===== config.mk =====
export PLATFORM = sky130hd
export DESIGN_NAME = issue_stage_flat
export DESIGN_NICKNAME = d
export VERILOG_FILES = /design/src/rtl/cpu_pkg.sv /design/src/rtl/issue_stage_if.sv /design/src/rtl/cpu_regfile.sv /design/src/rtl/issue_stage.sv /design/src/flat_wrapper.sv
export SDC_FILE = /design/constraint.sdc
export NUM_CORES = 1
export LEC_CHECK = 0
export BUFFER_PORTS_ARGS = -buffer_cell sky130_fd_sc_hd__buf_2
export CAP_MARGIN = 20
export CORE_AREA = 2 2 135 170
export DETAILED_ROUTE_END_ITERATION = 10
export DIE_AREA = 0 0 137 172
export GPL_TIMING_DRIVEN = 0
export HOLD_SLACK_MARGIN = 0.1
export PLACE_DENSITY = 0.59
export RECOVER_POWER = 100
export SYNTH_ARGS = -nofsm -noshare
export SYNTH_HDL_FRONTEND = slang
export SYNTH_SLANG_ARGS = --single-unit

===== constraint.sdc =====
create_clock -name clk -period 1.9 [get_ports clk]
set_input_delay 0.095 -clock clk [delete_from_list [all_inputs] [get_ports clk]]
set_output_delay 0.095 -clock clk [all_outputs]
set_load 0.01 [all_outputs]

===== src/rtl/cpu_pkg.sv =====
// Shared constants, opcode enum and instruction field positions for the 16-bit CPU.
package cpu_pkg;

    localparam int NREGS = 8;
    localparam int DW    = 16;
    localparam int RW    = $clog2(NREGS);

    localparam int OPC_LSB = 12;
    localparam int OPC_W   = 4;
    localparam int RD_LSB  = 9;
    localparam int RS1_LSB = 6;
    localparam int RS2_LSB = 3;

    typedef enum logic [1:0] {
        OP_ADD = 2'd0,
        OP_SUB = 2'd1,
        OP_MUL = 2'd2,
        OP_DIV = 2'd3
    } op_e;

    typedef logic [RW-1:0] ridx_t;

    // Only opcodes 0..3 map onto an execute unit.
    function automatic logic op_legal(input logic [OPC_W-1:0] opc);
        return opc[OPC_W-1:2] == 2'b00;
    endfunction

endpackage


===== src/rtl/issue_stage_if.sv =====
// Issue stage bus: instruction input, execute handshake, writeback port and scoreboard view.
interface issue_stage_if;
    import cpu_pkg::*;

    logic             in_valid;
    logic             in_ready;
    logic [DW-1:0]    in_instr;
    logic             ex_valid;
    logic             ex_ready;
    op_e              ex_op;
    ridx_t            ex_rd;
    logic [DW-1:0]    ex_rs1;
    logic [DW-1:0]    ex_rs2;
    logic             wb_valid;
    ridx_t            wb_rd;
    logic [DW-1:0]    wb_data;
    logic             illegal;
    logic [NREGS-1:0] pending;

    modport master (
        output in_valid, in_instr, ex_ready, wb_valid, wb_rd, wb_data,
        input  in_ready, ex_valid, ex_op, ex_rd, ex_rs1, ex_rs2, illegal, pending
    );

    modport slave (
        input  in_valid, in_instr, ex_ready, wb_valid, wb_rd, wb_data,
        output in_ready, ex_valid, ex_op, ex_rd, ex_rs1, ex_rs2, illegal, pending
    );

endinterface


===== src/rtl/cpu_regfile.sv =====
// 8x16 register file: two asynchronous read ports, one synchronous write port, r0 hardwired to 0.
module cpu_regfile
    import cpu_pkg::*;
(
    input  logic          clk,
    input  logic          rst_n,
    input  ridx_t         i_ra,
    input  ridx_t         i_rb,
    output logic [DW-1:0] o_da,
    output logic [DW-1:0] o_db,
    input  logic          i_we,
    input  ridx_t         i_wa,
    input  logic [DW-1:0] i_wd
);

    logic [DW-1:0] r_mem [NREGS];

    // r0 is never written, so it keeps its reset value of zero.
    always_ff @(posedge clk or negedge rst_n) begin
        if (!rst_n) begin
            for (int i = 0; i < NREGS; i++) begin
                r_mem[i] <= '0;
            end
        end else if (i_we && i_wa != '0) begin
            r_mem[i_wa] <= i_wd;
        end
    end

    assign o_da = r_mem[i_ra];
    assign o_db = r_mem[i_rb];

endmodule


===== src/rtl/issue_stage.sv =====
// Issue/operand-fetch stage with pending-write scoreboard and registered execute output.
// Optional writeback-to-operand forwarding is enabled by defining ISSUE_BYPASS_EN.
module issue_stage
    import cpu_pkg::*;
(
    input  logic         clk,
    input  logic         rst_n,
    issue_stage_if.slave bus
);

    logic [OPC_W-1:0] w_opc;
    ridx_t            w_rd, w_rs1, w_rs2;
    logic [2:0]       w_unused_bits;
    logic             w_legal;
    logic [DW-1:0]    w_rf1, w_rf2, w_src1, w_src2;
    logic             w_byp1, w_byp2, w_byp_rd;
    logic             w_haz, w_slot_free, w_in_ready, w_accept, w_issue;
    logic [NREGS-1:0] w_set, w_clr;

    logic [NREGS-1:0] r_pending;
    logic             r_ex_valid;
    op_e              r_ex_op;
    ridx_t            r_ex_rd;
    logic [DW-1:0]    r_ex_rs1, r_ex_rs2;
    logic             r_illegal;

    assign w_opc         = bus.in_instr[OPC_LSB +: OPC_W];
    assign w_rd          = bus.in_instr[RD_LSB  +: RW];
    assign w_rs1         = bus.in_instr[RS1_LSB +: RW];
    assign w_rs2         = bus.in_instr[RS2_LSB +: RW];
    assign w_unused_bits = bus.in_instr[2:0];
    assign w_legal       = op_legal(w_opc);

    cpu_regfile u_regfile (
        .clk   (clk),
        .rst_n (rst_n),
        .i_ra  (w_rs1),
        .i_rb  (w_rs2),
        .o_da  (w_rf1),
        .o_db  (w_rf2),
        .i_we  (bus.wb_valid),
        .i_wa  (bus.wb_rd),
        .i_wd  (bus.wb_data)
    );

`ifdef ISSUE_BYPASS_EN
    assign w_byp1   = bus.wb_valid && bus.wb_rd == w_rs1 && w_rs1 != '0;
    assign w_byp2   = bus.wb_valid && bus.wb_rd == w_rs2 && w_rs2 != '0;
    assign w_byp_rd = bus.wb_valid && bus.wb_rd == w_rd;
`else
    assign w_byp1   = 1'b0;
    assign w_byp2   = 1'b0;
    assign w_byp_rd = 1'b0;
`endif

    assign w_src1 = w_byp1 ? bus.wb_data : w_rf1;
    assign w_src2 = w_byp2 ? bus.wb_data : w_rf2;

    // RAW on either source plus WAW on rd; a register being forwarded this cycle is safe.
    assign w_haz       = (r_pending[w_rs1] & ~w_byp1)
                       | (r_pending[w_rs2] & ~w_byp2)
                       | (r_pending[w_rd]  & ~w_byp_rd);
    assign w_slot_free = ~r_ex_valid | bus.ex_ready;
    assign w_in_ready  = w_slot_free & (~w_legal | ~w_haz);
    assign w_accept    = bus.in_valid & w_in_ready;
    assign w_issue     = w_accept & w_legal;

    generate
        for (genvar gi = 0; gi < NREGS; gi++) begin : g_sb
            localparam ridx_t IDX = ridx_t'(gi);
            assign w_set[gi] = w_issue && w_rd == IDX && IDX != '0;
            assign w_clr[gi] = bus.wb_valid && bus.wb_rd == IDX;
        end
    endgenerate

    // Set is applied after clear so a same-cycle issue/writeback to one register stays pending.
    always_ff @(posedge clk or negedge rst_n) begin
        if (!rst_n) begin
            r_pending <= '0;
        end else begin
            r_pending <= (r_pending & ~w_clr) | w_set;
        end
    end

    always_ff @(posedge clk or negedge rst_n) begin
        if (!rst_n) begin
            r_ex_valid <= 1'b0;
            r_ex_op    <= OP_ADD;
            r_ex_rd    <= '0;
            r_ex_rs1   <= '0;
            r_ex_rs2   <= '0;
            r_illegal  <= 1'b0;
        end else begin
            r_illegal <= w_accept & ~w_legal;
            if (w_issue) begin
                r_ex_valid <= 1'b1;
                r_ex_op    <= op_e'(w_opc[1:0]);
                r_ex_rd    <= w_rd;
                r_ex_rs1   <= w_src1;
                r_ex_rs2   <= w_src2;
            end else if (bus.ex_ready) begin
                r_ex_valid <= 1'b0;
                r_ex_op    <= OP_ADD;
                r_ex_rd    <= '0;
                r_ex_rs1   <= '0;
                r_ex_rs2   <= '0;
            end
        end
    end

    assign bus.in_ready = w_in_ready;
    assign bus.ex_valid = r_ex_valid;
    assign bus.ex_op    = r_ex_op;
    assign bus.ex_rd    = r_ex_rd;
    assign bus.ex_rs1   = r_ex_rs1;
    assign bus.ex_rs2   = r_ex_rs2;
    assign bus.illegal  = r_illegal;
    assign bus.pending  = r_pending;

endmodule


===== src/flat_wrapper.sv =====
// flat-port wrapper written by rule: the top's interface ports become plain ports
module issue_stage_flat import cpu_pkg::*;
  (clk, rst_n, bus_in_valid, bus_in_instr, bus_ex_ready, bus_wb_valid, bus_wb_rd, bus_wb_data, bus_in_ready, bus_ex_valid, bus_ex_op, bus_ex_rd, bus_ex_rs1, bus_ex_rs2, bus_illegal, bus_pending);
  issue_stage_if bus_i ();
  input  logic clk;
  input  logic rst_n;
  input wire logic [$bits(bus_i.in_valid)-1:0] bus_in_valid;
  input wire logic [$bits(bus_i.in_instr)-1:0] bus_in_instr;
  input wire logic [$bits(bus_i.ex_ready)-1:0] bus_ex_ready;
  input wire logic [$bits(bus_i.wb_valid)-1:0] bus_wb_valid;
  input wire logic [$bits(bus_i.wb_rd)-1:0] bus_wb_rd;
  input wire logic [$bits(bus_i.wb_data)-1:0] bus_wb_data;
  output wire logic [$bits(bus_i.in_ready)-1:0] bus_in_ready;
  output wire logic [$bits(bus_i.ex_valid)-1:0] bus_ex_valid;
  output wire logic [$bits(bus_i.ex_op)-1:0] bus_ex_op;
  output wire logic [$bits(bus_i.ex_rd)-1:0] bus_ex_rd;
  output wire logic [$bits(bus_i.ex_rs1)-1:0] bus_ex_rs1;
  output wire logic [$bits(bus_i.ex_rs2)-1:0] bus_ex_rs2;
  output wire logic [$bits(bus_i.illegal)-1:0] bus_illegal;
  output wire logic [$bits(bus_i.pending)-1:0] bus_pending;
  assign bus_i.in_valid = bus_in_valid;
  assign bus_i.in_instr = bus_in_instr;
  assign bus_i.ex_ready = bus_ex_ready;
  assign bus_i.wb_valid = bus_wb_valid;
  assign bus_i.wb_rd = bus_wb_rd;
  assign bus_i.wb_data = bus_wb_data;
  assign bus_in_ready = bus_i.in_ready;
  assign bus_ex_valid = bus_i.ex_valid;
  assign bus_ex_op = bus_i.ex_op;
  assign bus_ex_rd = bus_i.ex_rd;
  assign bus_ex_rs1 = bus_i.ex_rs1;
  assign bus_ex_rs2 = bus_i.ex_rs2;
  assign bus_illegal = bus_i.illegal;
  assign bus_pending = bus_i.pending;
  issue_stage u_core (.clk(clk), .rst_n(rst_n), .bus(bus_i));
endmodule

# Yosys cells after proc, flatten, opt, wreduce, memory -nomap -nowiden
# Cells that the tools add are included.
[classes] n_lt_le_gt_ge=7 eq_ne=14 mux=24 bitwise=17 n_reduce_logical=21
[op_table] op="$bwmux W128" n=1
[op_table] op="$mux W16" n=8
[op_table] op="$bmux W16 S3" n=2
[op_table] op="$demux W16 S3" n=1
[op_table] op="$eq A3 B3 Y1 const B" n=8
[op_table] op="$logic_and A1 B1 Y1" n=17
[op_table] op="$eq A3 B2 Y1 const B" n=4
[op_table] op="$ge A4 B4 Y1 const B" n=3
[op_table] op="$lt A3 B4 Y1 const B" n=3
[op_table] op="$not A3 Y4" n=3
[op_table] op="$bmux W1 S3" n=3
[op_table] op="$and A8 B8 Y8" n=1
[op_table] op="$not A8 Y8" n=1
[op_table] op="$or A8 B8 Y8" n=1
[op_table] op="$eq A3 B1 Y1 const B" n=2
[op_table] op="$mux W3" n=2
[op_table] op="$mux W1" n=5
[op_table] op="$and A1 B1 Y1" n=4
[op_table] op="$lt A4 B1 Y1 const B" n=1
[op_table] op="$mux W2" n=2
[op_table] op="$or A1 B1 Y1" n=4
[op_table] op="$logic_not A3 Y1" n=1
[op_table] op="$not A1 Y1" n=3
[op_table] op="$reduce_bool A3 Y1" n=1
[op_table] op="2 further kinds" n=2
[word_totals] register_bits=175 word_cells=98

# Longest topological paths before layout
# Gate-level depths: netlist (run 1).
[depth] ltp_word=11 ltp_mapped=7 ltp_nobuf=4

# Hierarchy
# Synthesis (run 1) repeated with hierarchy kept, for this count alone.
[hier_totals] hier_cells=570 area_unflattened_um2=9297.7
[by_module_without_submodules] module="cpu_regfile" instances=1 cells_each=391 area_each_um2=6904.1 seq_area_each_um2=3203.1
[by_module_without_submodules] module="issue_stage" instances=1 cells_each=179 area_each_um2=2393.5 seq_area_each_um2=1176.1

# Least setup slack after synthesis (run 1)
# OpenSTA, ideal clock, no wires.
[synth_timing] path_kind="reg-to-reg" startpoint="reg u_core.r_pending[3] (netlist: u_core.bus.pending[3])" endpoint="reg u_core.r_ex_op[0] (netlist: u_core.bus.ex_op[0])" setup_time_ns=0.125 arrival_time_ns=1.722 required_ns=1.775 setup_slack_ns=0.054 stages_incl_launch_ff=6 n_path_buf=1 synth_period_minus_slack_ns=1.846 cell_sequence="dfrtp_1 > mux4_2 > mux2i_1 > and4b_1 > buf_4 > mux2_2"
[synth_via] elab_chain_len=10 word_cells_on_any_way=15 cone_classes="mux: 7; bitwise: 7; reduce/logical: 1"
[synth_rtl] item="from (decl)" line="issue_stage.sv:20" source="logic [NREGS-1:0] r_pending;"
[synth_rtl] item="from (signal assigned)" line="issue_stage.sv:81" source="r_pending <= (r_pending & ~w_clr) | w_set;"
[synth_rtl] item="$bmux W1 S3 (on tied branches)" line="issue_stage.sv:60, issue_stage.sv:61"
[synth_rtl] item="$mux W1 (on tied branches)" line="issue_stage.sv:60, issue_stage.sv:61"
[synth_rtl] item="$or A1 B1 Y1" line="issue_stage.sv:61" source="| (r_pending[w_rs2] & ~w_byp2)"
[synth_rtl] item="$or A1 B1 Y1 *" line="issue_stage.sv:62" source="| (r_pending[w_rd] & ~w_byp_rd);"
[synth_rtl] item="$not A1 Y1 *" line="issue_stage.sv:64" source="assign w_in_ready = w_slot_free & (~w_legal | ~w_haz);"
[synth_rtl] item="$or A1 B1 Y1 *" line="issue_stage.sv:64"
[synth_rtl] item="$and A1 B1 Y1 *" line="issue_stage.sv:64"
[synth_rtl] item="$and A1 B1 Y1 *" line="issue_stage.sv:65" source="assign w_accept = bus.in_valid & w_in_ready;"
[synth_rtl] item="$and A1 B1 Y1 *" line="issue_stage.sv:66" source="assign w_issue = w_accept & w_legal;"
[synth_rtl] item="$mux W2 or $reduce_bool A2 Y1 (tied branches)"
[synth_rtl] item="to (signal assigned)" line="issue_stage.sv:97" source="r_ex_op <= op_e'(w_opc[1:0]);"
[synth_rtl] item="to (decl)" line="issue_stage.sv:22" source="op_e r_ex_op;"
# Every way passes the cells marked *; elsewhere a longest branch is shown, timed or not. The select of a mux whose other input is x is not followed.
# A chain may end at the register's enable or synchronous reset.

# Final worst setup path (run 1)
[layout_timing] startpoint="reg u_core.r_pending[0] (netlist: u_core.bus.pending[0])" endpoint="out bus_in_ready"
[layout_via] elab_chain_len=7 word_cells_on_any_way=11 cone_classes="mux: 6; bitwise: 5"
[layout_rtl] item="$bmux W1 S3 (on tied branches)" line="issue_stage.sv:60, issue_stage.sv:61"
[layout_rtl] item="$mux W1 (on tied branches)" line="issue_stage.sv:60, issue_stage.sv:61"
[layout_rtl] item="$or A1 B1 Y1" line="issue_stage.sv:61"
[layout_rtl] item="$or A1 B1 Y1 *" line="issue_stage.sv:62"
[layout_rtl] item="$not A1 Y1 *" line="issue_stage.sv:64"
[layout_rtl] item="$or A1 B1 Y1 *" line="issue_stage.sv:64"
[layout_rtl] item="$and A1 B1 Y1 *" line="issue_stage.sv:64"
[layout_rtl] item="to (decl)" line="flat_wrapper.sv:13" source="output wire logic [$bits(bus_i.in_ready)-1:0] bus_in_ready;"
# Marks and branches as above.

==> flow_summary.json, run 1 <==
{
  "antenna_left": 0,
  "hold_viol": 0,
  "place_area_um2": 9440,
  "rr_endpoint": "u_core.bus.ex_rd[0]",
  "cp_max_fo": 4,
  "min_period_over_period": 1.11,
  "rsz0062_at_grt": "yes",
  "ir_worst_vdd_uv": 716,
  "drt_iter0_drc": 372,
  "synth.most_common_cell": "dfrtp_1",
  "multi_input_area_um2": 4020,
  "slew_headroom": 0.187,
  "leakage_uw": 0.00441,
  "start_util": 0.394,
  "clkSlewWorstSetupHoldPaths_ns": 0.07,
  "via_per_inst": 5.51,
  "hpwlAfterDp_um": 15000,
  "fp.dieW_um": 137,
  "portBuffers": 78,
  "min_period_ns": 2.11,
  "hold_path_depth": 3,
  "power.total_uw": 10500,
  "reg2reg_slack_ns": -0.18,
  "failed_checks": "negative setup slack",
  "drc": 0,
  "track_usage": 0.206,
  "holdPathEnd": "u_core.bus.pending[4]",
  "overflow": 0,
  "synth_common_cells": "dfrtp_1, mux2_2, mux4_2, mux2i_1, clkbuf_1",
  "first_global_vias": 5910,
  "synth_nets": 597,
  "maxCapViolations": 0,
  "ys_types": 23,
  "setup_ws_ns": -0.207,
  "synth_top_area_cell": "dfrtp_1",
  "finalSetupViolCount": 45,
  "design.core.area_um2": 22000,
  "antenna_found_initial": 2,
  "htreeDepth": 4,
  "min_from": "bus_in_instr[9]",
  "worstPathCellList": "mux4_2, mux2i_2, nand3_1, a21boi_1, buf_2",
  "max_freq_mhz": 475,
  "r2r_cells": 6,
  "instances_no_fill": 993,
  "yosysTopAreaCellShare": 0.506,
  "crit_type": "flop to primary output",
  "syn_area_um2": 8660,
  "cts_tree": "done",
  "slowest_delay_ns": 0.48,
  "skew_ns": 0.00880,
  "fin_util": 0.476,
  "synth_seq_cells": 175,
  "cp.arrival_ns": 2.01,
  "dp_cells": 919,
  "vias": 5471,
  "syn_area_per_cell_um2": 15.5,
  "tns_ns": -4.32,
  "final_area_um2": 10500,
  "synth-edff-count": 0,
  "first_pass_iters": 5,
  "drv_slew": 0,
  "hp-class": "input port to flop",
  "clk_latency_ns": 0.43,
  "ios": 88,
  "critPathSlowestCell": "mux4_2",
  "synthCells": 557,
  "routedWlPerCell_um": 23.0,
  "worst_pin_slew_ns": 1.22,
  "dieArea_um2": 23600,
  "startpoint_type": "flop",
  "gp_congestion": 0.786,
  "cts_buffers": 17,
  "critPathRequiredTime_ns": 1.80,
  "fillCellCount": 1922,
  "seq_area_um2": 4380,
  "synthArstFlopShare": 1.00,
  "p_per_area_nw_per_um2": 1000,
  "cts_root_buffer": "clkbuf_16",
  "outcome": "finished, violations left",
  "seq_area_frac_synth": 0.506,
  "clock_sinks": 175,
  "end_kind": "primary output",
  "syn_to_final_growth_pct": 20.8,
  "drt-total-wl_um": 22800,
  "synth_ff_type": "dfrtp_1",
  "yosysWarnings": 0,
  "drive_gt1_frac": 0.405,
  "synth_top_cells_by_area": "dfrtp_1, mux4_2, mux2_2",
  "fp.dieH_um": 172,
  "worstReg2RegStart": "u_core.bus.pending[0]",
  "final_nets": 735,
  "rows": 61,
  "grt_pass1_wl_um": 35300,
  "clockBufferDepth": 2,
  "grt_max_degree": 130
}
## worst max-delay path: cells and delay by family, from the launching register on
family,cells,cell delay (ns)
and+or+nand+nor,1,0.14
AOI/OAI and AO/OA,1,0.17
muxes,2,0.65
buffers and inverters,1,0.15
DFF,1,0.46
## state kept, by name, indices dropped and copies added (netlist names)
register	count
u_core.bus.ex_rs1	16
u_core.bus.illegal	1
u_core.u_regfile.r_mem	128
u_core.bus.pending	8
u_core.bus.ex_rd	3
u_core.bus.ex_op	2
u_core.bus.ex_valid	1
u_core.bus.ex_rs2	16
## what timing repair did
| item | 4_1_cts | 5_1_grt |
|---|---|---|
| buffers inserted | 3 | 6 |
| gates cloned | 3 | 1 |
| hold endpoints to repair | 243 | 0 |
| hold buffers | 29 | 0 |
| endpoints found under the setup margin | 45 | 45 |
| pin swaps | 1 | 5 |
| gates resized for setup | 14 | 9 |
## where the power goes
| group | switching [uW] | internal (uW) |
|---|---|---|
| clock | 1540 | 2000 |
| sequential | 452 | 4360 |
| combinational | 864 | 1280 |
## metal layers
layer	wire length, um	GRT usage	vias up	part of all wire
li1	-	-	2361	-
met1	9860	0.275	2912	0.43
met2	11500	0.335	163	0.50
met3	1010	0.0369	35	0.044
met4	476	0.0798	0	0.021
met5	0	0	-	0
## cell type report
cell class,count,area share
Multi-Input combinational cell,323,0.385
Clock inverter,14,0.0150
Clock buffer,18,0.0420
Timing Repair Buffer,119,0.0756
Inverter,4,0.00144
Tap cell,283,0.0339
Sequential cell,175,0.419
Antenna cell,2,0.000479
Buffer,55,0.0280
## metrics by stage
stage,worst slack (ns),hold WS (ns)
CTS,-0.202,0.103
finish,-0.207,0.108
global route,-0.240,0.171
floorplan,0.0535,-0.201
global placement,-1.85,0.328
detailed placement,-0.370,0.0194
## cell usage in the layout, fill, tap and decap left out, types with 3 or more instances in the layout
cell / instances
a32o_1: 7
and2_1: 3
buf_12: 5
buf_2: 45
buf_4: 5
buf_6: 3
clkbuf_1: 79
clkbuf_16: 18
clkinv_2: 3
clkinv_4: 3
dfrtp_1: 173
dlygate4sd3_1: 29
inv_1: 4
mux2_2: 114
mux2i_1: 66
mux4_2: 70
nand2b_1: 34
nand3_1: 5
nor2_1: 4
nor2b_1: 9
## logic make-up after synthesis
family,Yosys count,share of synthesized area
simple gates,59,0.0409
flops,175,0.506
mux,254,0.412
buf+inv,59,0.0312
compound gates,10,0.0104
## worst max path at each step
stage	startpoint	end	cells after the start	slack [ns]
after floorplan	u_core.bus.pending[3]	u_core.bus.ex_op[0]	5	0.05
after global placement	rst_n	u_core.bus.ex_rs1[3]	1	-1.85
after detailed placement	bus_wb_rd[0]	u_core.u_regfile.r_mem[48]	6	-0.37
after CTS	u_core.bus.pending[0]	bus_in_ready	5	-0.20
after global routing	u_core.bus.pending[1]	bus_in_ready	5	-0.24
final	u_core.bus.pending[0]	bus_in_ready	5	-0.21
(Power assumes the default switching activity.)
==> run 2: changes to the inputs <==
--- a/config.mk
+++ b/config.mk
@@ -5,14 +5,14 @@
 export SDC_FILE = /design/constraint.sdc
 export NUM_CORES = 1
 export LEC_CHECK = 0
+export ABC_AREA = 1
 export BUFFER_PORTS_ARGS = -buffer_cell sky130_fd_sc_hd__buf_2
 export CAP_MARGIN = 20
-export CORE_AREA = 2 2 135 170
+export CORE_AREA = 2 2 137 172
 export DETAILED_ROUTE_END_ITERATION = 10
-export DIE_AREA = 0 0 137 172
+export DIE_AREA = 0 0 139 174
 export GPL_TIMING_DRIVEN = 0
 export HOLD_SLACK_MARGIN = 0.1
-export PLACE_DENSITY = 0.59
 export RECOVER_POWER = 100
 export SYNTH_ARGS = -nofsm -noshare
 export SYNTH_HDL_FRONTEND = slang
==> flow_summary.json, run 2 <==
{
  "p_sw_frac": 0.310,
  "drt-total-wl_um": 29500,
  "outcome": "finished clean",
  "whs_ns": 0.105,
  "synth_nets": 1202,
  "power.total_uw": 9670,
  "clk_latency_ns": 0.44,
  "slowest_delay_ns": 0.46,
  "fillCellCount": 2349,
  "synthCells": 1162,
  "synth_ff_type": "dfrtp_1",
  "worst_pin_slew_ns": 1.07,
  "power_frac_clock": 0.350,
  "startpoint_type": "flop",
  "cts_tree": "done",
  "finalSetupViolCount": 0,
  "synth_top_area_cell": "dfrtp_1",
  "track_usage": 0.250,
  "synth-edff-count": 0,
  "min_period_over_period": 0.970,
  "cts_root_buffer": "clkbuf_16",
  "cts_buffers": 17,
  "worstPathCellList": "nand2_1, nand3_1, nand2_1, nand2_1, nand2_2, nand2_2, nor2_4, o21a_1, buf_2",
  "max_freq_mhz": 543,
  "crit_top_cell": "nand2_1",
  "clkSlewWorstSetupHoldPaths_ns": 0.07,
  "drv_slew": 0,
  "syn_to_final_growth_pct": 19.0,
  "gp_congestion": 0.903,
  "drc": 0,
  "critPathSlowestCell": "dfrtp_2",
  "synthArstFlopShare": 1.00,
  "largest_reg_flops": 128,
  "synth_top_cells_by_area": "dfrtp_1, o21ai_0, nand2_1",
  "end_kind": "primary output",
  "antenna_left": 0,
  "routedWlPerCell_um": 18.4,
  "fp.dieH_um": 174,
  "first_global_vias": 8481,
  "overflow": 0,
  "p_per_area_nw_per_um2": 919,
  "crit_type": "flop to primary output",
  "pwr-share-seq": 0.476,
  "start_util": 0.391,
  "intPower_uw": 6670,
  "hpwlAfterDp_um": 21500,
  "portBuffers": 80,
  "syn_area_um2": 8850,
  "p_switching_uw": 3000,
  "synth_seq_cells": 175,
  "regMostFlops": "u_core.u_regfile.r_mem",
  "yosysWarnings": 0,
  "rsz0062_at_grt": "yes",
  "via_per_inst": 5.42,
  "ys_types": 19,
  "cp.arrival_ns": 1.75,
  "syn_area_per_cell_um2": 7.62,
  "fp.dieW_um": 139,
  "final_cell_mix": "nand2_1, o21ai_0, dfrtp_1, clkbuf_1, inv_1",
  "yosysTopAreaCellShare": 0.495,
  "cp_max_fo": 5,
  "final_nets": 1339,
  "leakage_uw": 0.00497,
  "critPathRequiredTime_ns": 1.80,
  "final_common_cell": "nand2_1",
  "p_comb_frac": 0.174,
  "design.core.area_um2": 22700,
  "drt_iter0_drc": 935,
  "slew_headroom": 0.285,
  "ir_worst_vdd_uv": 673,
  "hp-class": "input port to flop",
  "ios": 88,
  "clockBufferDepth": 2,
  "rows": 62,
  "synth.most_common_cell": "nand2_1",
  "min_period_ns": 1.84,
  "skew_ns": 0.00833,
  "clock_sinks": 175,
  "drive_gt1_frac": 0.0854,
  "first_pass_iters": 5,
  "vias": 8676,
  "htreeDepth": 4,
  "hold_viol": 0,
  "dieArea_um2": 24200,
  "grt_max_degree": 102,
  "grt_pass1_wl_um": 47100,
  "antenna_found_initial": 0,
  "synth_common_cells": "nand2_1, o21ai_0, dfrtp_1, inv_1, nor2_1",
  "seq_area_frac_synth": 0.495,
  "antennaDiodeCount": 0,
  "maxCapViolations": 0
}
run 2: cell types whose count changed in the layout (fill, tap and decap cells not counted), sizes merged, moves of 81 or more:
| cell | before | now |
|---|---|---|
| a21oi | 0 | 81 |
| inv | 8 | 108 |
| mux2 | 116 | 0 |
| nand2 | 1 | 258 |
| nor2 | 4 | 93 |
| o21ai | 1 | 234 |
run 2: repair_timing:
item / CTS / global route
hold endpoints to repair: 153 / 0
setup buffers: 0 / 7
resized for setup: 0 / 21
setup endpoints to repair: 0 / 42
hold buffers: 30 / 0
run 2: per-stage QoR:
stage          setup TNS [ns]  instance area [um^2]   util  setup slack (ns)  std cells
2_1_floorplan               0                  8850      -             0.405       1162
3_3_place_gp          -376.26                  9610  0.424             -2.15       1530
3_5_place_dp            -3.02                  9650  0.426            -0.222       1531
4_1_cts                     0                 10500  0.464           0.00354       1593
5_1_grt               -0.0680                 10500  0.465           -0.0567       1600
6_report                    0                 10500  0.465            0.0574       1600
run 2: layer usage:
| metal | part of all wire | GRT usage | vias up |
|---|---|---|---|
| met5 | 0 | 0 | - |
| met4 | 0.041 | 0.110 | 0 |
| met3 | 0.046 | 0.0358 | 76 |
| met2 | 0.49 | 0.422 | 306 |
| met1 | 0.42 | 0.319 | 4191 |
| li1 | - | - | 4103 |
run 2: area by class of cell:
class	instances	area (um^2)	area share
sequential	175	4380	0.416
multi-input combinational	782	3680	0.349
timing repair buffer	118	736	0.0699
clock buffer	19	443	0.0421
inverter	109	414	0.0393
buffer	96	407	0.0386
tap	288	360	0.0342
clock inverter	13	113	0.0107
run 2: cell families (layout without fill, tap and decap cells):
group | after synthesis | in the layout | share of synthesized area
AOI/OAI and AO/OA | 381 | 381 | 0.234
buffers and inverters | 205 | 355 | 0.0919
DFF | 175 | 175 | 0.495
and+or+nand+nor | 401 | 401 | 0.179
run 2: power groups by stage:
stage / Sequential [uW] / Clock (uW) / Combinational, uW
floorplan: 4570 / 0 / 1020
finish: 4600 / 3380 / 1690
global placement: 4640 / 0 / 1570
CTS: 4580 / 3430 / 1670
detailed placement: 4650 / 0 / 1620
global route: 4660 / 3610 / 1930
run 2: critical path, delay by kind of cell, from the launching register on:
kind / cells / cell delay [ns]
AO/OA/AOI/OAI: 1 / 0.14
AND/OR/NAND/NOR: 7 / 0.58
buffers and inverters: 1 / 0.12
flip-flops: 1 / 0.46
run 2: worst paths after layout:
check	from	to	slack, ns	cells after the start
setup reg to reg	u_core.bus.pending[1]	u_core.bus.ex_rs1[1]	0.19	11
hold / removal	bus_wb_data[5]	u_core.u_regfile.r_mem[5]	0.11	3
max in group asynchronous	rst_n	u_core.u_regfile.r_mem[76]	0.39	3
setup / recovery	u_core.bus.pending[1]	bus_in_ready	0.06	9
hold reg to reg	u_core.u_regfile.r_mem[116]	u_core.u_regfile.r_mem[116]	0.46	1
min in group asynchronous	rst_n	u_core.u_regfile.r_mem[49]	0.43	2
